File: src/rtl/mc_pkg.sv
// Shared constants and types for the multicycle datapath controller.
package mc_pkg;

    localparam int OPW_DEF = 6;

    localparam logic [5:0] OP_RTYPE = 6'b000000;
    localparam logic [5:0] OP_LW    = 6'b100011;
    localparam logic [5:0] OP_SW    = 6'b101011;
    localparam logic [5:0] OP_BEQ   = 6'b000100;
    localparam logic [5:0] OP_J     = 6'b000010;
    localparam logic [5:0] OP_JAL   = 6'b000011;
    localparam logic [5:0] OP_ADDI  = 6'b001000;
    localparam logic [5:0] OP_ORI   = 6'b001101;

    typedef enum logic [3:0] {
        S_FETCH  = 4'd0,
        S_DECODE = 4'd1,
        S_MEMADR = 4'd2,
        S_MEMRD  = 4'd3,
        S_MEMWB  = 4'd4,
        S_MEMWR  = 4'd5,
        S_EXEC   = 4'd6,
        S_RWB    = 4'd7,
        S_BRANCH = 4'd8,
        S_IEXEC  = 4'd9,
        S_IWB    = 4'd10,
        S_JUMP   = 4'd11,
        S_JAL    = 4'd12
    } state_t;

    typedef struct packed {
        logic is_mem;   // lw or sw
        logic is_lw;
        logic is_r;
        logic is_beq;
        logic is_j;
        logic is_jal;
        logic is_imm;   // addi or ori
        logic is_ori;
        logic is_ill;
    } op_class_t;

endpackage

File: src/rtl/op_decode.sv
// Combinational opcode classifier feeding the controller FSM.
module op_decode
    import mc_pkg::*;
#(
    parameter int OPW = OPW_DEF
) (
    input  logic [OPW-1:0] op,
    output op_class_t      cls
);

    // One class flag per supported opcode group; anything else is illegal.
    always_comb begin
        cls = '0;
        case (op)
            OPW'(OP_RTYPE): cls.is_r = 1'b1;
            OPW'(OP_LW):    begin cls.is_mem = 1'b1; cls.is_lw = 1'b1; end
            OPW'(OP_SW):    cls.is_mem = 1'b1;
            OPW'(OP_BEQ):   cls.is_beq = 1'b1;
            OPW'(OP_J):     cls.is_j = 1'b1;
            OPW'(OP_JAL):   cls.is_jal = 1'b1;
            OPW'(OP_ADDI):  cls.is_imm = 1'b1;
            OPW'(OP_ORI):   begin cls.is_imm = 1'b1; cls.is_ori = 1'b1; end
            default:        cls.is_ill = 1'b1;
        endcase
    end

endmodule

File: src/rtl/multicycle_ctrl.sv
// Multicycle MIPS-style controller: Moore FSM driving datapath enables and selects.
//
// state  | meaning
// FETCH  | read instruction, PC+4; wait for mem_rdy
// DECODE | register read, branch target compute, dispatch on opcode
// MEMADR | effective address for lw/sw
// MEMRD  | data read, held until mem_rdy
// MEMWB  | MDR -> rt
// MEMWR  | data write, held until mem_rdy
// EXEC   | R-type ALU operation
// RWB    | ALUOut -> rd
// BRANCH | beq compare, PC <- target when zero
// IEXEC  | addi/ori ALU operation
// IWB    | ALUOut -> rt
// JUMP   | PC <- jump target
// JAL    | PC <- jump target, PC+4 -> $31
module multicycle_ctrl
    import mc_pkg::*;
#(
    parameter int OPW = OPW_DEF
) (
    input  logic           clk,
    input  logic           rst,
    input  logic [OPW-1:0] op,
    input  logic           zero,
    input  logic           mem_rdy,
    output logic           PCWr,
    output logic           IRWr,
    output logic           RegWr,
    output logic           MemWr,
    output logic           IorD,
    output logic           ALUSrcA,
    output logic           ExtOp,
    output logic [1:0]     RegDst,
    output logic [1:0]     WDSel,
    output logic [1:0]     ALUSrcB,
    output logic [1:0]     PCSrc,
    output logic [1:0]     ALUOp,
    output logic           ill_op
);

    state_t    state_q, state_d;
    op_class_t cls;

    op_decode #(.OPW(OPW)) u_op_decode (
        .op  (op),
        .cls (cls)
    );

    // State register; reset returns to FETCH without waiting for a clock edge.
    always_ff @(posedge clk or posedge rst) begin
        if (rst) state_q <= S_FETCH;
        else     state_q <= state_d;
    end

    // Next state and Moore outputs; outputs are forced low while reset is held.
    always_comb begin
        state_d = state_q;
        PCWr    = 1'b0;
        IRWr    = 1'b0;
        RegWr   = 1'b0;
        MemWr   = 1'b0;
        IorD    = 1'b0;
        ALUSrcA = 1'b0;
        ExtOp   = 1'b0;
        RegDst  = 2'b00;
        WDSel   = 2'b00;
        ALUSrcB = 2'b00;
        PCSrc   = 2'b00;
        ALUOp   = 2'b00;
        ill_op  = 1'b0;
        if (!rst) begin
            case (state_q)
                S_FETCH: begin
                    ALUSrcB = 2'b01;
                    IRWr    = mem_rdy;
                    PCWr    = mem_rdy;
                    if (mem_rdy) state_d = S_DECODE;
                end
                S_DECODE: begin
                    ALUSrcB = 2'b11;
                    ExtOp   = 1'b1;
                    if      (cls.is_mem) state_d = S_MEMADR;
                    else if (cls.is_r)   state_d = S_EXEC;
                    else if (cls.is_beq) state_d = S_BRANCH;
                    else if (cls.is_j)   state_d = S_JUMP;
                    else if (cls.is_jal) state_d = S_JAL;
                    else if (cls.is_imm) state_d = S_IEXEC;
                    else begin
                        ill_op  = cls.is_ill;
                        state_d = S_FETCH;
                    end
                end
                S_MEMADR: begin
                    ALUSrcA = 1'b1;
                    ALUSrcB = 2'b10;
                    ExtOp   = 1'b1;
                    state_d = cls.is_lw ? S_MEMRD : S_MEMWR;
                end
                S_MEMRD: begin
                    IorD = 1'b1;
                    if (mem_rdy) state_d = S_MEMWB;
                end
                S_MEMWB: begin
                    WDSel   = 2'b01;
                    RegWr   = 1'b1;
                    state_d = S_FETCH;
                end
                S_MEMWR: begin
                    IorD  = 1'b1;
                    MemWr = 1'b1;
                    if (mem_rdy) state_d = S_FETCH;
                end
                S_EXEC: begin
                    ALUSrcA = 1'b1;
                    ALUOp   = 2'b10;
                    state_d = S_RWB;
                end
                S_RWB: begin
                    RegDst  = 2'b01;
                    RegWr   = 1'b1;
                    state_d = S_FETCH;
                end
                S_BRANCH: begin
                    ALUSrcA = 1'b1;
                    ALUOp   = 2'b01;
                    PCSrc   = 2'b01;
                    PCWr    = zero;
                    state_d = S_FETCH;
                end
                S_IEXEC: begin
                    ALUSrcA = 1'b1;
                    ALUSrcB = 2'b10;
                    ExtOp   = !cls.is_ori;
                    ALUOp   = cls.is_ori ? 2'b11 : 2'b00;
                    state_d = S_IWB;
                end
                S_IWB: begin
                    RegWr   = 1'b1;
                    state_d = S_FETCH;
                end
                S_JUMP: begin
                    PCSrc   = 2'b10;
                    PCWr    = 1'b1;
                    state_d = S_FETCH;
                end
                S_JAL: begin
                    PCSrc   = 2'b10;
                    PCWr    = 1'b1;
                    RegDst  = 2'b10;
                    WDSel   = 2'b10;
                    RegWr   = 1'b1;
                    state_d = S_FETCH;
                end
                default: state_d = S_FETCH;
            endcase
        end
    end

endmodule

File: config.mk
export PLATFORM = sky130hd
export DESIGN_NAME = multicycle_ctrl
export DESIGN_NICKNAME = d
export VERILOG_FILES = /design/src/rtl/mc_pkg.sv /design/src/rtl/op_decode.sv /design/src/rtl/multicycle_ctrl.sv
export SDC_FILE = /design/constraint.sdc
export NUM_CORES = 1
export LEC_CHECK = 0
export ABC_AREA = 1
export ABC_CLOCK_PERIOD_IN_PS = 1200
export CORE_UTILIZATION = 36
export DETAILED_ROUTE_END_ITERATION = 16
export GPL_ROUTABILITY_DRIVEN = 0
export PLACE_DENSITY_LB_ADDON = 0.3
export SYNTH_ARGS = -nofsm -noshare
export SYNTH_HDL_FRONTEND = slang
export SYNTH_SLANG_ARGS = --single-unit
File: constraint.sdc
create_clock -name clk -period 1.2 [get_ports clk]
set_input_delay 0.24 -clock clk [delete_from_list [all_inputs] [get_ports clk]]
set_output_delay 0.24 -clock clk [all_outputs]
set_load 0.005 [all_outputs]
==> results of run 1 <==
-- stage by stage --
step	setup TNS (ns)	instance area (µm²)
floorplan	-0.4746	639.4
global placement	-13.61	1184
detailed placement	-14.43	1184
CTS	-9.992	1396
-- per-layer routing --
layer,GRT usage,overflow
met5,0,0
met4,0.8375,16
met3,0.3125,0
met2,1.073,52
met1,0.7364,0
-- kinds of logic after synthesis --
family	Yosys count	share of synthesized area
flops	4	0.1616
simple gates	80	0.5616
compound gates	14	0.1293
buf+inv	24	0.1474
-- timing repair --
item                                    in CTS
pin swaps                                   20
gates resized for setup                    110
endpoints found under the setup margin      22
setup buffers                               19
==> flow_metrics.py, run 1 <==
metrics = {
    "clock_network": {
        "cts_sinks": 4,
        "clock_path_buffers": 2,
        "holdBufCountCts": 0,
        "htree_levels": 1,
        "cts_root_buf": "clkbuf_4",
        "cts_made_buffers": 3,
    },
    "synthesis": {
        "synth_edf_count": 0,
        "synth_area_um2": 619.3,
        "syn-instance-count": 122,
        "synth-warning-count": 0,
        "yosysUniqueCellTypes": 20,
        "syn_area_per_cell_um2": 5.077,
        "synth_area_leaders": "nand2_1 (18%), dfrtp_1 (16%), nor2_1 (15%)",
        "yosysMostFrequentCell": "nand2_1",
        "seq_area_frac_synth": 0.1616,
        "ys.flop_type": "dfrtp_1",
        "yosysTopAreaCell": "nand2_1",
        "ys_seq_elements": 4,
        "syn-num-nets": 132,
        "synth_top_area_share": 0.1758,
        "synth_common_cells": "nand2_1 (29), nor2_1 (24), inv_1 (18), nand3_1 (13), nor3_1 (6)",
        "synthArstFlopShare": 1.000,
    },
    "die": {
        "fp.dieH_um": 43.48,
        "pin_count": 28,
        "fp.dieW_um": 43.48,
        "rows": 14,
        "start_util": 0.3973,
    },
    "place": {
        "post-place-ws_ns": -0.9480,
        "dp_hpwl_mm": 1.816,
        "port_buffers": 27,
        "dp.cells": 198,
    },
    "sta": {
        "worst_endpoint": "ALUOp[1]",
        "endpoint_type": "output port",
    },
    "status": {
        "outcome": "aborted with a tool error",
        "error": "[ERROR GRT-0232] Routing congestion too high. Check the congestion heatmap in the GUI.",
        "haltStage": "global routing",
    },
    "grt": {
        "grt_max_degree": 18,
        "grt_remaining_overflow": 68,
        "track_usage": 0.7361,
    },
}
==> run 2: changes to the inputs <==
- ABC_CLOCK_PERIOD_IN_PS: 1200 -> 1560
- CORE_AREA: default -> 2 2 63 65
- CORE_UTILIZATION: 36 -> default
- DIE_AREA: default -> 0 0 65 67
- PLACE_DENSITY_LB_ADDON: 0.3 -> 0.15
- clock period: 1.2 -> 1.56 ns (I/O delays scaled with it)
==> run 2 against run 1 <==
Against the previous run: the flow now finishes, with violations (negative setup slack); area after synthesis unchanged; synthesized cell count unchanged.
==> flow_metrics.py, run 2 <==
metrics = {
    "status": {
        "outcome": "complete, but fails checks",
        "violations": "negative setup slack",
    },
    "clock_network": {
        "cts_root_buf": "clkbuf_8",
        "cts_tree": "done",
        "clock_path_buffers": 2,
        "cts_made_buffers": 3,
        "cts_sinks": 4,
        "path_clk_slew_ns": 0.03,
        "insertion_delay_ns": 0.21,
        "htree_levels": 1,
    },
    "setup_path": {
        "crit_buf_inv": 5,
        "slowest_stage": "dfrtp_2",
        "crit_path_max_fanout": 3,
        "path_common_cell": "buf_6",
        "end_kind": "output pin",
        "cpPeakStageDelay_ns": 0.42,
        "crit_family": "buffers and inverters",
        "crit_chain": "buf_6 -> buf_6 -> inv_4 -> nand2_4 -> a21oi_4 -> buf_6 -> nor2_2 -> nor2_1 -> buf_2",
        "worstSetupPathType": "reg -> out",
        "cp_data_required_time_ns": 1.25,
        "start_kind": "register",
        "arrival_ns": 1.49,
    },
    "cells_and_area": {
        "synthToLayoutAreaGrowth_pct": 170.3,
        "multi_input_area_um2": 659.4,
        "final_area_um2": 1674,
        "fillers": 366,
        "final_cells": 259,
        "drive_above_1_share": 0.6777,
        "layout_commonest_cell": "buf_4",
        "regMostFlops": "state_q",
        "final_cell_mix": "buf_4 (38), buf_6 (26), nand2_1 (20), buf_2 (20), nor2_1 (13)",
        "largest_reg_flops": 4,
        "top_regs": "state_q: 4 flops",
        "nets": 223,
        "regArea_um2": 102.6,
        "antennaDiodeCount": 0,
    },
    "synthesis": {
        "synth-warning-count": 0,
        "synth_area_um2": 619.3,
        "syn-num-nets": 132,
        "yosysMostFrequentCell": "nand2_1",
        "seq_area_frac_synth": 0.1616,
        "synthArstFlopShare": 1.000,
        "synth_area_leaders": "nand2_1 (18%), dfrtp_1 (16%), nor2_1 (15%)",
        "yosysTopAreaCell": "nand2_1",
        "ys_seq_elements": 4,
        "ys.flop_type": "dfrtp_1",
        "yosysUniqueCellTypes": 20,
        "synth_common_cells": "nand2_1 (29), nor2_1 (24), inv_1 (18), nand3_1 (13), nor3_1 (6)",
        "syn-instance-count": 122,
        "synth_edf_count": 0,
        "synth_top_area_share": 0.1758,
        "syn_area_per_cell_um2": 5.077,
    },
    "power_and_ir_drop": {
        "vdd_drop_max_uv": 389.0,
        "p_leak_nw": 0.8913,
        "power_density_nw_per_um2": 1377,
    },
    "grt": {
        "grt_max_degree": 18,
        "grt_first_pass_wirelength_mm": 4.609,
        "track_usage": 0.1328,
        "grt_remaining_overflow": 0,
        "grt_pass1_vias": 1091,
        "antenna_found_initial": 0,
    },
    "routing": {
        "first_pass_iters": 3,
        "drt-initial-drc-count": 26,
        "drc": 0,
        "wire_per_inst_um": 10.68,
        "viasPerCell": 4.193,
        "vias": 1086,
        "finalWirelength_mm": 2.766,
        "ant_nets": 0,
    },
    "hold_path": {
        "hold_path_class": "in -> async",
    },
    "die": {
        "die_area_um2": 4355,
        "rows": 22,
        "fp.dieW_um": 65,
        "coreArea_um2": 3606,
        "fp.dieH_um": 67,
        "pin_count": 28,
        "start_util": 0.1718,
    },
    "sta": {
        "period_needed_ns": 1.802,
        "min_period_over_period": 1.155,
        "fmax_ghz": 0.5549,
        "clock_skew_ns": 0.0001936,
        "holdWs_ns": 0.4943,
        "fin_setup_tns_ns": -1.985,
        "setup_viol": 19,
        "final_max_slew_viol_count": 0,
        "rsz0062_at_grt": "true",
        "worst_slack_ns": -0.2422,
        "hold_violations": 0,
        "slew_headroom": 0.8501,
        "tightest_slew_ns": 0.2225,
    },
    "place": {
        "dp.cells": 234,
        "dp_hpwl_mm": 1.966,
        "port_buffers": 27,
        "place_area_um2": 1234,
    },
    "flow_run": {
        "drv_cap": 0,
    },
}
[run 2: routing by layer]
layer | up-vias | wire [µm] | GRT usage
met2 | 25 | 1485 | 0.2500
met3 | 0 | 116 | 0.02196
met1 | 490 | 1163 | 0.1552
met4 | 0 | 0 | 0.03191
met5 | - | 0 | 0
li1 | 571 | - | -
[run 2: cell type report]
cell class,count,share of cell area
timing repair buffer,88,0.4290
inverter,22,0.05531
multi-input combinational,94,0.3939
sequential,4,0.06129
tap,48,0.03587
clock buffer,3,0.02466
[run 2: logic make-up after synthesis]
logic type             after synthesis  synth area share
AO/OA/AOI/OAI                       14            0.1293
buffers and inverters               24            0.1474
flip-flops                           4            0.1616
AND/OR/NAND/NOR                     80            0.5616
[run 2: path summary, 6_finish.rpt]
check                           start         end  slack, ns  cells past startpoint
setup / recovery           state_q[0]       ExtOp      -0.24                      9
hold reg to reg            state_q[3]  state_q[3]       0.68                      3
max in group asynchronous         rst  state_q[0]       0.95                      4
hold / removal                    rst  state_q[3]       0.49                      4
min in group clk                op[0]  state_q[1]       0.66                      7
setup reg to reg           state_q[0]  state_q[3]      -0.01                     12
[run 2: through the flow]
stage	worst slack [ns]	util	total power, W
CTS	-0.2302	0.4150	0.002015
finish	-0.2422	0.4643	0.002305
global placement	-0.7056	0.3421	0.001265
detailed placement	-0.7127	0.3421	0.001257
floorplan	0.1417	-	0.0006435
global route	-0.3202	0.4643	0.002478
[run 2: where the power goes]
group	switching [W]	internal (W)	leakage, nW	total [W]
sequential	0.0000490	0.000145	0.0508	0.000194
clock	0.0000513	0.000164	0.0216	0.000216
combinational	0.000891	0.00100	0.819	0.00190
total	0.000992	0.00131	0.891	0.00231
[run 2: repair_timing]
item	CTS	global route
pin swaps	22	24
hold buffers	0	0
endpoints found under the hold margin	0	0
buffers inserted	20	5
setup endpoints to repair	20	22
resized for setup	149	46
[run 2: tightest hold or removal path, stage by stage]
cell and delay, ns:
dlygate4sd2_1 0.28, buf_6 0.19, inv_1 0.10, buf_4 0.14
(Power assumes the default switching activity.)
==> run 3: changes to the inputs <==
- ABC_CLOCK_PERIOD_IN_PS: 1560 -> 1800
- CELL_PAD_IN_SITES_DETAIL_PLACEMENT: default -> 0
- CELL_PAD_IN_SITES_GLOBAL_PLACEMENT: default -> 1
- CTS_CLUSTER_DIAMETER: default -> 100
- clock period: 1.56 -> 1.8 ns (I/O delays scaled with it)
==> run 3 against run 2 <==
Against the previous run: die area did not move; clock skew rose by 0.0024 ns; first-iteration DRC count fell by 42%; critical endpoint is now PCWr; register-to-register slack improved by 0.21 ns; total power fell by 25%; sequential share of layout area rose by 0.80 points; routed wire length fell by 3.4%; worst setup slack improved by 0.19 ns; clock power fell by 13%; the run still ends with negative setup slack left.
==> flow_metrics.py, run 3 (same netlist as run 2, synthesis figures left out) <==
metrics = {
    "clock_network": {
        "htree_levels": 1,
        "insertion_delay_ns": 0.22,
        "path_clk_slew_ns": 0.03,
        "cts_made_buffers": 3,
        "cts_root_buf": "clkbuf_8",
        "cts_tree": "done",
        "cts_sinks": 4,
        "holdBufCountCts": 0,
        "clock_path_buffers": 2,
    },
    "die": {
        "rows": 22,
        "fp.dieW_um": 65,
        "die_area_um2": 4355,
        "fp.dieH_um": 67,
        "start_util": 0.1718,
        "coreArea_um2": 3606,
        "pin_count": 28,
    },
    "cells_and_area": {
        "nets": 218,
        "antennaDiodeCount": 0,
        "top_regs": "state_q: 4 flops",
        "synthToLayoutAreaGrowth_pct": 139.2,
        "final_cell_mix": "buf_4 (45), nand2_1 (24), nor2_1 (17)",
        "drive_above_1_share": 0.6068,
        "layout_commonest_cell": "buf_4",
        "largest_reg_flops": 4,
        "fillers": 395,
        "regMostFlops": "state_q",
    },
    "power_and_ir_drop": {
        "p_leak_nw": 0.8475,
        "p_total_w": 0.001729,
        "vdd_drop_max_uv": 384.1,
        "power_density_nw_per_um2": 1167,
    },
    "sta": {
        "tightest_slew_ns": 0.3425,
        "clock_skew_ns": 0.002571,
        "final_max_slew_viol_count": 0,
        "min_period_over_period": 1.032,
        "hold_violations": 0,
        "fmax_ghz": 0.5385,
        "period_needed_ns": 1.857,
        "setup_viol": 3,
        "holdWs_ns": 0.5315,
        "rsz0062_at_grt": "true",
        "worst_slack_ns": -0.05685,
        "slew_headroom": 0.7717,
    },
    "setup_path": {
        "setup.worst_path.start": "state_q[0]",
        "r2r_start": "state_q[0]",
        "cp_data_required_time_ns": 1.44,
        "end_kind": "output pin",
        "worstSetupPathType": "reg -> out",
        "r2r_end": "state_q[1]",
        "start_kind": "register",
        "arrival_ns": 1.50,
        "reg2reg_depth": 12,
        "rrSetupSlack_ns": 0.20,
        "crit_path_max_fanout": 3,
    },
    "grt": {
        "antenna_found_initial": 0,
        "grt_remaining_overflow": 0,
        "track_usage": 0.1297,
        "grt_max_degree": 8,
        "grt_first_pass_wirelength_mm": 4.436,
        "grt_pass1_vias": 1043,
    },
    "routing": {
        "first_pass_iters": 4,
        "ant_nets": 0,
        "drt-initial-drc-count": 15,
        "drc": 0,
        "viasPerCell": 4.142,
        "finalWirelength_mm": 2.672,
        "vias": 1052,
        "wire_per_inst_um": 10.52,
    },
    "status": {
        "violations": "negative setup slack",
        "outcome": "complete, but fails checks",
    },
    "place": {
        "port_buffers": 27,
        "dp_hpwl_mm": 1.964,
    },
    "flow_run": {
        "drv_cap": 0,
    },
    "hold_path": {
        "hold_path_class": "in -> async",
    },
}
run 3: cell count changes in the layout (fill, tap and decap cells not counted), sizes merged:
cell and delta:
buf -13, clkdlybuf4s15 -1, dlymetal6s2s +1, clkbuf +8
run 3: timing repair:
action / CTS / global route
setup buffers: 20 / 4
resized for setup: 87 / 54
gates cloned: 1 / 0
pin swaps: 15 / 19
endpoints found under the setup margin: 18 / 16
run 3: critical path, stage by stage, from the launching register on:
cell	delay, ns
dfrtp_2	0.43
nor2_4	0.13
buf_6	0.11
inv_4	0.04
nor3_4	0.13
buf_4	0.13
nand2_1	0.04
a31oi_1	0.14
buf_2	0.13
run 3: metrics by stage:
stage / TNS [ns] / std cells / setup slack (ns) / instance area (µm²) / utilization
floorplan: 0 / 122 / 0.2910 / 619.3 / -
global placement: -5.953 / 229 / -0.5693 / 1196 / 0.3317
detailed placement: -6.100 / 229 / -0.5765 / 1196 / 0.3317
CTS: -1.024 / 252 / -0.2227 / 1423 / 0.3945
global route: -0.7798 / 254 / -0.1699 / 1481 / 0.4108
finish: -0.08965 / 254 / -0.05685 / 1481 / 0.4108
run 3: worst max-delay path by stage:
| stage | end | cells past startpoint |
|---|---|---|
| CTS | ALUSrcB[0] | 4 |
| global route | PCWr | 8 |
| detailed placement | ill_op | 7 |
| finish | PCWr | 8 |
| global placement | ALUOp[0] | 7 |
| floorplan | ALUOp[0] | 4 |
run 3: layout make-up:
class,count,area (µm²),area share
tap,48,60.06,0.04054
clock buffer,3,41.29,0.02787
sequential,4,102.6,0.06926
inverter,22,90.09,0.06081
multi-input combinational,94,569.3,0.3843
timing repair buffer,83,618.1,0.4172
run 3: where the power goes:
part	switching [W]	leakage [nW]	internal, W
clock	0.0000447	0.0216	0.000142
combinational	0.000661	0.775	0.000712
sequential	0.0000421	0.0508	0.000126
total	0.000748	0.848	0.000981
run 3: metal layers:
layer	GRT usage	wire length, µm	vias up
met5	0	0	-
met4	0.03191	29	0
met3	0.02365	122	4
met2	0.2371	1336	26
met1	0.1556	1183	465
li1	-	-	557
==> run 4: changes to the inputs <==
- CTS_CLUSTER_DIAMETER: 100 -> 150
- GPL_ROUTABILITY_DRIVEN: 0 -> default
- HOLD_SLACK_MARGIN: default -> 0.12
==> results of run 4 <==
The final DEF is identical to that of run 3; final timing and power are the same.
